## src/rtl/c_sel_sub_21bit_seq.sv

```systemverilog
// Multi-cycle 21-bit subtractor D = A - B - bin, one 16/4/1 segment per clock.
// Optional signed-overflow output is enabled with the SUB_OVF_EN macro.
module c_sel_sub_21bit_seq (
  input  logic        clk,
  input  logic        rst_n,
  input  logic        in_valid,
  output logic        in_ready,
  input  logic [21:1] A,
  input  logic [21:1] B,
  input  logic        bin,
  output logic        out_valid,
  input  logic        out_ready,
  output logic [21:1] D,
  output logic        bout
`ifdef SUB_OVF_EN
  ,
  output logic        ovf
`endif
);

  typedef enum logic [2:0] {
    StIdle,
    StSeg0,
    StSeg1,
    StSeg2,
    StDone
  } state_e;

  state_e state_q, state_d;

  logic [21:1] a_q, b_q;
  logic        c_q;    // inter-segment carry; a borrow is its complement
  logic [20:1] r_q;

  logic [16:0] sum_lo;
  logic [4:0]  sum_mid;
  logic [1:0]  sum_top;

  // Subtraction as A + ~B + carry, segment by segment.
  always_comb begin
    sum_lo  = {1'b0, a_q[16:1]} + {1'b0, ~b_q[16:1]} + {16'd0, c_q};
    sum_mid = {1'b0, a_q[20:17]} + {1'b0, ~b_q[20:17]} + {4'd0, c_q};
    sum_top = {1'b0, a_q[21]} + {1'b0, ~b_q[21]} + {1'b0, c_q};
  end

  always_comb begin
    state_d = state_q;
    unique case (state_q)
      StIdle:  if (in_valid) state_d = StSeg0;
      StSeg0:  state_d = StSeg1;
      StSeg1:  state_d = StSeg2;
      StSeg2:  state_d = StDone;
      StDone:  if (out_ready) state_d = StIdle;
      default: state_d = StIdle;
    endcase
  end

  assign in_ready  = (state_q == StIdle);
  assign out_valid = (state_q == StDone);

  always_ff @(posedge clk or negedge rst_n) begin
    if (!rst_n) begin
      state_q <= StIdle;
    end else begin
      state_q <= state_d;
    end
  end

  always_ff @(posedge clk or negedge rst_n) begin
    if (!rst_n) begin
      a_q  <= '0;
      b_q  <= '0;
      c_q  <= 1'b0;
      r_q  <= '0;
      D    <= '0;
      bout <= 1'b0;
`ifdef SUB_OVF_EN
      ovf  <= 1'b0;
`endif
    end else begin
      unique case (state_q)
        StIdle: begin
          if (in_valid) begin
            a_q <= A;
            b_q <= B;
            c_q <= ~bin;
          end
        end
        StSeg0: begin
          r_q[16:1] <= sum_lo[15:0];
          c_q       <= sum_lo[16];
        end
        StSeg1: begin
          r_q[20:17] <= sum_mid[3:0];
          c_q        <= sum_mid[4];
        end
        StSeg2: begin
          D    <= {sum_top[0], r_q};
          bout <= ~sum_top[1];
`ifdef SUB_OVF_EN
          ovf  <= (a_q[21] ^ b_q[21]) & (sum_top[0] ^ a_q[21]);
`endif
        end
        default: ;
      endcase
    end
  end

endmodule
```

## config.mk

```make
export PLATFORM = sky130hd
export DESIGN_NAME = c_sel_sub_21bit_seq
export DESIGN_NICKNAME = d
export VERILOG_FILES = /design/src/rtl/c_sel_sub_21bit_seq.sv
export SDC_FILE = /design/constraint.sdc
export NUM_CORES = 1
export LEC_CHECK = 0
export ABC_AREA = 1
export BUFFER_PORTS_ARGS = -buffer_cell sky130_fd_sc_hd__buf_4
export CAP_MARGIN = 25
export CORE_MARGIN = 5
export CORE_UTILIZATION = 48
export DETAILED_ROUTE_END_ITERATION = 8
export PLACE_DENSITY = 0.69
export SYNTH_ARGS = -nofsm -noshare
export SYNTH_HDL_FRONTEND = slang
export SYNTH_SLANG_ARGS = --single-unit
```

## constraint.sdc

```tcl
create_clock -name clk -period 5.8 [get_ports clk]
set_input_delay 0.58 -clock clk [delete_from_list [all_inputs] [get_ports clk]]
set_output_delay 0.58 -clock clk [all_outputs]
set_load 0.02 [all_outputs]
```

# --- After elaboration in Yosys (flattened, before gate mapping) ---
# Index checks and enable logic that the tools add are counted.
totals:
  register_bits: 88
  inputBits: 47
  out_inout_bits: 24
  wordCells: 35
op_classes:
  n_addsub: 6
  eq_ne: 6
  muxes: 5
  bitwise: 5
  reduce_logical: 5
ops:
  columns: ["operator", "count"]
  rows:
  - ["adder 16 x 16 -> 17 bit", 1]
  - ["adder 17 x 1 -> 17 bit", 1]
  - ["NOT 16 bit", 1]
  - ["case mux 3 bit (5 select lines)", 1]
  - ["equality test 3 x 2 -> 1 bit (second input constant)", 2]
  - ["2-to-1 mux 3 bit", 2]
  - ["AND reduction 2 bit", 3]
  - ["adder 4 x 4 -> 5 bit", 1]
  - ["adder 5 x 1 -> 5 bit", 1]
  - ["NOT 4 bit", 1]
  - ["equality test 3 x 1 -> 1 bit (second input constant)", 1]
  - ["equality test 3 bit (second input constant)", 1]
  - ["zero test 3 bit", 1]
  - ["NOT 1 bit", 3]
  - ["case mux 1 bit (3 select lines)", 1]
  - ["nonzero test 3 bit", 1]
  - ["adder 1 x 1 -> 2 bit", 1]
  - ["adder 2 x 1 -> 2 bit", 1]
  - ["!= test 2 x 1 -> 1 bit (second input constant)", 1]
  - ["!= test 2 bit (second input constant)", 1]
  - ["2-to-1 mux 1 bit", 1]

# --- Depth between registers and ports, before layout ---
# Gate-level depths: netlist of run 1.
depth:
  depth_word: 4
  ltp_mapped: 12
  mapped_depth_nobuf: 12

# --- Worst setup path after synthesis of run 1 ---
# Ideal clock, no wire load.
synth_path:
  kind: "flip-flop to flip-flop"
  start: "reg b_q[1] in the netlist's numbering"
  end: "reg r_q[9] in the netlist's numbering"
  setup_ns: 0.117
  arrival_time_ns: 1.724
  t_required_ns: 5.683
  path_slack_ns: 3.959
  stages_incl_launch_ff: 12
  n_path_buf: 0
  period_less_slack_ns: 1.841
  path_cell_list: "dfrtp_1 > inv_1 > fa_1 > inv_1 > fa_1 > inv_1 > nand3_1 > nand3_1 > a21oi_1 > or2_2 > nand3_1 > nand2_1"
synth_between:
  elab_chain_cells: 3
synth_lines:
  columns: ["item", "line_no", "text"]
  rows:
  - ["start, declared", "31", "logic [21:1] a_q, b_q;"]
  - ["start signal, assigned", "72", "b_q <= '0;"]
  - ["start signal, assigned", "85", "b_q <= B;"]
  - ["NOT 16 bit", "41", "sum_lo = {1'b0, a_q[16:1]} + {1'b0, ~b_q[16:1]} + {16'd0, c_q};"]
  - ["adder 16 x 16 -> 17 bit", "41", null]
  - ["adder 17 x 1 -> 17 bit", "41", null]
  - ["end, declared", "33", "logic [20:1] r_q;"]
# No other way between the ends.
# A chain may end at the register's enable or synchronous reset.

# --- Worst setup path after layout of run 1 ---
layout_path:
  start: "reg c_q"
  end: "reg r_q[9] in the netlist's numbering"
layout_between:
  elab_chain_cells: 1
layout_lines:
  columns: ["item", "line_no", "text"]
  rows:
  - ["start, declared", "32", "logic c_q;"]
  - ["start signal, assigned", "86", "c_q <= ~bin;"]
  - ["start signal, assigned", "91", "c_q <= sum_lo[16];"]
  - ["start signal, assigned", "95", "c_q <= sum_mid[4];"]
  - ["adder 17 x 1 -> 17 bit", "41", null]
# No other way between the ends.

==> results of run 1 <==
==> registers in the layout, indices dropped and copies added, names as in the netlist <==
| register | cells |
|---|---|
| D | 21 |
| a_q | 21 |
| b_q | 21 |
| bout | 1 |
| c_q | 1 |
| r_q | 20 |
| state_q | 3 |
==> placed cells by master, fill, tap and decap left out, types with 2 or more instances in the layout <==
master | Yosys | layout
xnor2_1 | 3 | 3
nor3_1 | 5 | 5
dfrtp_1 | 88 | 88
nand3b_1 | 4 | 4
mux2_2 | 21 | 21
xor2_1 | 2 | 2
inv_1 | 71 | 71
fa_1 | 5 | 5
inv_6 | 0 | 2
nor2_1 | 37 | 37
nand3_1 | 25 | 25
clkbuf_8 | 0 | 11
mux2_4 | 14 | 14
or2_2 | 5 | 5
ha_1 | 18 | 18
nand2_1 | 123 | 123
o21ai_0 | 19 | 19
buf_4 | 1 | 71
a21oi_1 | 35 | 35
clkinvlp_4 | 0 | 2
==> stage by stage <==
step                total power, mW  hold slack [ps]  cell area, µm²
floorplan                      2.46              284            4500
CTS                            3.40              124            5330
detailed placement             2.94              478            5110
global route                   3.71              136            5330
finish                         3.37              125            5330
global placement               2.87              467            5080
==> power groups by stage <==
stage	Combinational (mW)	Sequential (mW)	Clock, mW
after global placement	1.79	1.08	0
after global routing	2.11	1.12	0.489
after detailed placement	1.84	1.09	0
after CTS	1.85	1.08	0.463
after floorplan	1.33	1.13	0
final	1.84	1.08	0.451
==> synth_stat cells (all sizes together) <==
master,count
inv,72
nand2,124
clkbuf,3
nor3,5
nand3b,4
xnor2,3
fa,5
xor2,2
mux2,35
o21ai,19
nand3,25
o21a,1
a21oi,35
nand4,1
buf,9
ha,18
dfrtp,88
nor2,39
or2,5
==> routing by layer <==
| metal | GRT usage, % | wire [µm] |
|---|---|---|
| met1 | 23.9 | 4390 |
| met4 | 3.38 | 95 |
| met2 | 24.3 | 3800 |
| met3 | 4.58 | 416 |
| met5 | 0 | 0 |
==> critical path: stages, from the launching register on <==
cell	delay, ps
dfrtp_1	470
fa_1	250
inv_1	60
fa_1	390
inv_1	90
nand3_1	70
nand3_1	150
a21oi_1	100
or2_2	270
nand3_1	70
nand2_1	60
==> path summary, 6_finish.rpt <==
path,start,end,slack [ps],cells after the start
max,c_q,r_q[9],3700,10
min,rst_n,b_q[7],120,1
max reg2reg,c_q,r_q[9],3700,10
min reg2reg,D[1],D[1],490,2
max in group asynchronous,rst_n,a_q[1],4600,2
min in group clk,A[11],a_q[11],450,2
==> cell families (layout without fill, tap and decap cells) <==
| group | Yosys count | in the layout | share of synthesized area [%] |
|---|---|---|---|
| buffers and inverters | 84 | 160 | 7.87 |
| xor gates and xnor gates | 5 | 5 | 0.974 |
| AOI/OAI and AO/OA | 55 | 55 | 6.18 |
| muxes | 35 | 35 | 9.93 |
| and+or+nand+nor | 203 | 203 | 18.8 |
| adders and majority gates | 23 | 23 | 7.23 |
| DFF | 88 | 88 | 49.0 |
==> area by class of cell <==
type / count / area (µm²)
repair buffers: 72 / 561
flip-flops and latches: 88 / 2200
multi-input cells: 321 / 1940
fillers: 824 / 3870
clock inverters: 5 / 62.6
well taps: 111 / 139
inverters: 72 / 270
clock buffers: 11 / 151
==> flow_summary.toml, run 1 <==
[run_status]
status = "completed"

[synth]
seq_area_frac_synth_pct = 49.0
synth_top_area_share_pct = 49.0
yosys-top-cells-area = "dfrtp_1 (49%), nand2_1 (10%), inv_1 (5.9%)"
synth_nets = 563
postSynthCellCount = 493
yosysTopAreaCell = "dfrtp_1"
synth-seq-cells = 88
synthesis.area_um2 = 4500
avgSynthCellArea_um2 = 9.12
synth_cell_types = 26
yosys_warnings = 0

[routing]
finalWirelength_mm = 8.70
drc = 0
viasPerCell = 4.85
drt_iter0_markers = 120
dr.pass1.iters = 4
routed-via-count = 3297
ant_nets = 0
routedWlPerCell_um = 12.8

[grt]
grt-ovfl-total = 0
grt_antenna_before_repair = 0
grt_start_max_net_pins = 65
grtUsageTotal_pct = 16.3
first_global_vias = 3254
grt_pass1_wl_mm = 15.2

[layout]
fin_nets = 634
antenna_cells = 0
syn2layout_area_growth_pct = 18.4
stdcell_count = 680
drive_gt1_share_pct = 23.2
utilization_pct = 57.9

[worst_setup_path]
critPathArrivalTime_ps = 2340
cp_max_fo = 4
crit_type = "reg2reg"
startpoint_type = "flop"
critPathCaptureType = "flop"
cp.required_ps = 6050

[timing]
finalSetupViolCount = 0
final_max_slew_viol_count = 0
worst_pin_slew_ps = 758
layout_min_cycle_time_ps = 2100
period_share_pct = 36.1
worst_slack_ps = 3700
hold_violations = 0
relSlewSlack_pct = 49.4
fin_skew_ps = 10.3
timing.fmax_ghz = 0.477
fin_tns_setup_ps = 0
rsz0062_at_grt = "false"

[placed_design]
place.port_buffers = 70
dp_cells = 664
preCtsSetupSlack_ps = 3710
post-dp-hpwl_mm = 6.57
globalplace.congestion = 0.841

[floorplan]
dieHeight_um = 107
core_area_um2 = 9200
placementRows = 35
die-area_um2 = 11400
die_w_um = 107
num_io_pins = 71
initial_core_util_pct = 48.9

[pwr]
clockPowerShare_pct = 13.4
switching_share_pct = 42.8
ir_drop_mv = 0.231
combPwrFrac_pct = 54.7
internal_power_mw = 1.93
power.density_nw_per_um2 = 633
power.switching_mw = 1.44
p_leak_nw = 2.90
seq_power_share_pct = 32.0

[clocking]
cts_resized = 0
cts_num_sinks = 88
cts_setup_buffers = 0
clk_pin_slew_ps = 90
cts_htree_levels = 3
insertion_delay_ps = 360
cts_tree = "yes"
hold_buffers = 0
cts_root_buf = "clkbuf_8"
clock_path_buffers = 2
numCtsBuffers = 9

[flow_run]
cap_viol_max_count = 0

[hold_path]
hp-class = "in2async"
No activity file was read; power rests on OpenSTA's default activity.
==> inputs of run 2 (changes only) <==
--- a/config.mk
+++ b/config.mk
@@ -11,7 +11,7 @@
 export CORE_MARGIN = 5
 export CORE_UTILIZATION = 48
 export DETAILED_ROUTE_END_ITERATION = 8
-export PLACE_DENSITY = 0.69
+export PLACE_DENSITY = 0.72
 export SYNTH_ARGS = -nofsm -noshare
 export SYNTH_HDL_FRONTEND = slang
 export SYNTH_SLANG_ARGS = --single-unit
==> constraint.sdc (replaced) <==
create_clock -name clk -period 1.8 [get_ports clk]
set_input_delay 0.18 -clock clk [delete_from_list [all_inputs] [get_ports clk]]
set_output_delay 0.18 -clock clk [all_outputs]
set_load 0.02 [all_outputs]
==> run 2 against run 1 <==
  * The run now ends with setup timing left
  * Sequential share of layout area is 2.4 points lower
  * Via count is 4.1% higher
  * Global-route usage is 0.69 points higher
  * Sequential cell count stayed put
  * Non-clock buffer count is 16 higher
  * Sequential power grew to 3.2 times the previous value
  * Combinational power grew to 3.7 times the previous value
  * Hold slack worse by 76 ps
  * Clock-buffer cell count is 2 lower
  * Total power grew to 3.5 times the previous value
  * Final cell count is 2.4% higher
  * Routed wire length is 6.4% higher
  * Critical path type unchanged
  * Largest cell class unchanged
  * Highest routed layer unchanged
==> flow_summary.toml, run 2 (synthesis gave the netlist of run 1 again) <==
[floorplan]
num_io_pins = 71
dieHeight_um = 107
die_w_um = 107
initial_core_util_pct = 48.9
die-area_um2 = 11400
core_area_um2 = 9200
placementRows = 35

[placed_design]
globalplace.congestion = 0.830
post-dp-hpwl_mm = 6.94
place.port_buffers = 70
dpl_cell_area_um2 = 5240

[pwr]
p_leak_nw = 3.02
p_total_mw = 11.8
ir_drop_mv = 0.950
power.density_nw_per_um2 = 2090

[worst_setup_path]
reg2regPathDepth = 11
critPathCaptureType = "flop"
reg2reg_from = "b_q[1]"
path_buf_inv = 3
cpPeakStageDelay_ps = 390
startpoint_type = "flop"
cp.depth = 11
critPathLaunch = "b_q[1]"
crit_type = "reg2reg"
slowest_stage = "dfrtp_1"
path_delay_family = "adder cells"
r2r_end = "r_q[9]"
path_cells = "inv_2, fa_2, inv_2, fa_2, inv_2, nand3_2, nand3_4, a21oi_2, or2_4, nand3_2, nand2_1"
worstSetupEndpoint = "r_q[9]"
crit_path_frequent_cell = "inv_2"
critPathArrivalTime_ps = 2070
r2r_setup_slack_ps = -20
cp.required_ps = 2050
cp_max_fo = 3

[layout]
final_cell_mix = "nand2_1 (117), dfrtp_1 (88), buf_4 (82)"
num-fill-cells = 794
drive_gt1_share_pct = 30.9
stdcell_area_um2 = 5650
syn2layout_area_growth_pct = 25.6
final_common_cell = "nand2_1"
fin_nets = 650
reg_top3 = "D x21, a_q x21, b_q x21"
antenna_cells = 0

[timing]
worst_pin_slew_ps = 364
finalSetupViolCount = 1
final_max_slew_viol_count = 0
worst_slack_ps = -16.2
period_share_pct = 101
fin_skew_ps = 8.81
relSlewSlack_pct = 75.6
layout_min_cycle_time_ps = 1820
timing.fmax_ghz = 0.551
hold_violations = 0
rsz0062_at_grt = "true"

[routing]
drt_iter0_markers = 134
routed-via-count = 3433
finalWirelength_mm = 9.26
ant_nets = 0
routedWlPerCell_um = 13.3
dr.pass1.iters = 4
viasPerCell = 4.93
drc = 0

[run_status]
violations = "setup timing"
status = "finished with violations"

[grt]
grt_start_max_net_pins = 42
grt_antenna_before_repair = 0
grt_pass1_wl_mm = 15.6
first_global_vias = 3397
grtUsageTotal_pct = 17.0
grt-ovfl-total = 0

[clocking]
cts_htree_levels = 3
insertion_delay_ps = 360
cts_num_sinks = 88
clock_path_buffers = 2
cts_root_buf = "clkbuf_8"
cts_tree = "yes"
numCtsBuffers = 9
clk_pin_slew_ps = 90

[hold_path]
holdPathStages = 2
hp-class = "in2reg"

[flow_run]
cap_viol_max_count = 0
run 2: cell count changes in the layout (fill, tap and decap cells not counted), sizes merged:
cell / change
buf: +15
clkinv: +3
clkbuf: -2
bufinv: +1
clkinvlp: -1
dlygate4sd3: +1
inv: -1
run 2: routing by layer:
layer	share of wire, %	track usage, %
met1	49	24.3
met5	0	0
met3	3.6	3.37
met2	46	26.3
met4	1.2	5.02
run 2: stage by stage:
step | setup WS, ps | hold slack [ps] | utilization [%] | setup TNS [ps] | cells
floorplan | 3.72 | -116 | - | 0 | 493
global placement | -43.4 | 100 | 57.0 | -119 | 678
detailed placement | -103 | 113 | 57.0 | -373 | 678
CTS | -37.9 | 36.8 | 60.0 | -119 | 696
global route | -114 | 36.3 | 61.4 | -699 | 696
finish | -16.2 | 49.3 | 61.4 | -16.2 | 696
run 2: what timing repair did:
item	CTS	global route
setup buffers	1	1
gates resized for setup	15	29
hold buffers	1	0
pin swaps	3	9
endpoints found under the setup margin	7	13
endpoints found under the hold margin	22	0
run 2: area by class of cell:
cell class	count	area, µm²	share of cell area, %
sequential	88	2200	39.0
multi-input combinational	321	2110	37.3
timing repair buffer	88	708	12.5
inverter	72	274	4.85
tap	111	139	2.46
clock buffer	9	124	2.19
clock inverter	7	92.6	1.64
run 2: worst min-delay path by stage:
stage                     startpoint       to  slack [ps]
after floorplan                rst_n    D[10]        -120
after global placement         rst_n   a_q[6]         100
after detailed placement       rst_n   a_q[8]         110
after CTS                       A[9]   a_q[9]          40
after global routing           A[16]  a_q[16]          40
final                          A[16]  a_q[16]          50
run 2: where the power goes:
| part | internal, mW | switching [mW] |
|---|---|---|
| combinational | 3.11 | 3.73 |
| sequential | 2.95 | 0.545 |
| clock | 0.784 | 0.702 |
==> inputs of run 3 (changes only) <==
--- a/config.mk
+++ b/config.mk
@@ -9,9 +9,9 @@
 export BUFFER_PORTS_ARGS = -buffer_cell sky130_fd_sc_hd__buf_4
 export CAP_MARGIN = 25
 export CORE_MARGIN = 5
-export CORE_UTILIZATION = 48
+export CORE_UTILIZATION = 25
 export DETAILED_ROUTE_END_ITERATION = 8
-export PLACE_DENSITY = 0.72
+export HOLD_SLACK_MARGIN = 0.08
 export SYNTH_ARGS = -nofsm -noshare
 export SYNTH_HDL_FRONTEND = slang
 export SYNTH_SLANG_ARGS = --single-unit
==> run 3 against run 2 <==
  * The flow still finishes with violations (setup timing)
  * Global-route usage shrank 6.7 points
  * Sequential cell count is the same
  * Highest routed layer unchanged
  * Design area grew 12%
  * Die area grew 82%
  * Critical endpoint unchanged
  * Via count grew 2.4%
  * First-iteration DRC count grew 35%
  * Routed wire length grew 11%
  * Setup slack lost 31 ps
  * Combinational power grew 7.3%
  * Clock skew grew 1.1 ps
  * Non-clock buffer count grew 37
==> flow_summary.toml, run 3 (synthesis gave the netlist of run 1 again) <==
[run_status]
status = "finished with violations"
violations = "setup timing"

[timing]
worst_slack_ps = -46.9
rsz0062_at_grt = "true"
fin_skew_ps = 9.95
relSlewSlack_pct = 55.0
worst_pin_slew_ps = 674
hold_violations = 0
hold_slack_ps = 88.3
finalSetupViolCount = 2
period_share_pct = 103
timing.fmax_ghz = 0.541
layout_min_cycle_time_ps = 1850
final_max_slew_viol_count = 0

[pwr]
ir_drop_mv = 0.606
p_leak_nw = 3.28
power.density_nw_per_um2 = 2020
internal_power_mw = 7.42
clockPowerShare_pct = 15.0
seq_power_share_pct = 27.3
switching_share_pct = 41.7
combPwrFrac_pct = 57.7
power.switching_mw = 5.30

[layout]
fin_nets = 687
antenna_cells = 0
num-fill-cells = 1779
final_common_cell = "nand2_1"
final_cell_mix = "nand2_1 (105), dfrtp_1 (88), buf_4 (84)"
reg_top3 = "D x21, a_q x21, b_q x21"
stdcell_area_um2 = 6310
syn2layout_area_growth_pct = 40.3
drive_gt1_share_pct = 32.6

[worst_setup_path]
slowest_stage = "dfrtp_1"
cp.depth = 11
critPathCaptureType = "flop"
path_buf_inv = 3
cpPeakStageDelay_ps = 380
crit_type = "reg2reg"
critPathArrivalTime_ps = 2080
path_delay_family = "adder cells"
path_cells = "inv_2, fa_2, inv_2, fa_2, inv_2, nand3_2, nand3_4, a21oi_2, or2_4, nand3_2, nand2_1"
reg2regPathDepth = 11
crit_path_frequent_cell = "inv_2"
cp.required_ps = 2040
cp_max_fo = 3
startpoint_type = "flop"

[clocking]
insertion_delay_ps = 350
cts_htree_levels = 3
cts_tree = "yes"
cts_root_buf = "clkbuf_16"
cts_num_sinks = 88
clock_path_buffers = 2
clk_pin_slew_ps = 70
numCtsBuffers = 9

[floorplan]
die-area_um2 = 20800
core_area_um2 = 17800
die_w_um = 144
placementRows = 49
dieHeight_um = 144
num_io_pins = 71
initial_core_util_pct = 25.2

[placed_design]
preCtsSetupSlack_ps = -112
dpl_cell_area_um2 = 5390
post-dp-hpwl_mm = 7.70
place.port_buffers = 70
globalplace.congestion = 0.830

[hold_path]
hp-class = "in2reg"
holdPathStages = 3

[routing]
routedWlPerCell_um = 12.1
drt_iter0_markers = 181
viasPerCell = 4.13
routed-via-count = 3514
drc = 0
dr.pass1.iters = 4
finalWirelength_mm = 10.3
ant_nets = 0

[grt]
grt_start_max_net_pins = 48
grtUsageTotal_pct = 10.3
grt-ovfl-total = 0
first_global_vias = 3448
grt_antenna_before_repair = 0
grt_pass1_wl_mm = 16.9

[flow_run]
cap_viol_max_count = 0
-- run 3: worst paths after layout --
path / start / endpoint / slack (ps)
hold reg to reg: r_q[10] / r_q[10] / 470
min in group asynchronous: rst_n / bout / 290
hold / removal: B[9] / b_q[9] / 90
max in group asynchronous: rst_n / a_q[13] / 910
setup reg to reg: b_q[1] / r_q[9] / -50
setup / recovery: b_q[1] / r_q[9] / -50
-- run 3: power by group through the flow --
| stage | Sequential, mW | Clock (mW) | Combinational, mW |
|---|---|---|---|
| 2_1_floorplan | 3.64 | 0 | 4.30 |
| 3_3_place_gp | 3.49 | 0 | 6.28 |
| 3_5_place_dp | 3.52 | 0 | 6.36 |
| 4_1_cts | 3.49 | 1.95 | 6.76 |
| 5_1_grt | 3.59 | 2.06 | 8.30 |
| 6_report | 3.47 | 1.91 | 7.34 |
-- run 3: worst register-to-register path, cell delays in order (launching register included) --
cell and delay, ps:
dfrtp_1 380, inv_2 70, fa_2 230, inv_2 50, fa_2 340, inv_2 80
nand3_2 90, nand3_4 100, a21oi_2 70, or2_4 230, nand3_2 50, nand2_1 50
-- run 3: layout make-up --
| class | count | area, µm² | share of cell area, % |
|---|---|---|---|
| clock buffers | 10 | 239 | 3.79 |
| repair buffers | 125 | 1070 | 16.9 |
| multi-input cells | 321 | 2180 | 34.5 |
| flip-flops and latches | 88 | 2200 | 34.9 |
| inverters | 72 | 270 | 4.28 |
| well taps | 229 | 287 | 4.54 |
| clock inverters | 6 | 66.3 | 1.05 |
-- run 3: through the flow --
step	TNS [ps]	power, mW	cells	utilization [%]
after floorplan	0	7.94	493	-
after global placement	-411	9.77	798	30.2
after detailed placement	-585	9.88	798	30.2
after CTS	-237	12.2	849	34.3
after global routing	-777	13.9	851	35.4
final	-49.1	12.7	851	35.4
-- run 3: repair_timing --
item	in CTS	in global routing
pin swaps	10	20
hold endpoints to repair	56	1
hold buffers	32	1
setup endpoints to repair	12	14
resized for setup	23	50
setup buffers	3	1
-- run 3: metal layers --
metal	wire, µm	track usage (%)	up-vias
li1	-	-	1810
met1	5000	14.4	1635
met2	4600	15.7	58
met3	535	2.28	11
met4	179	3.87	0
met5	0	0	-
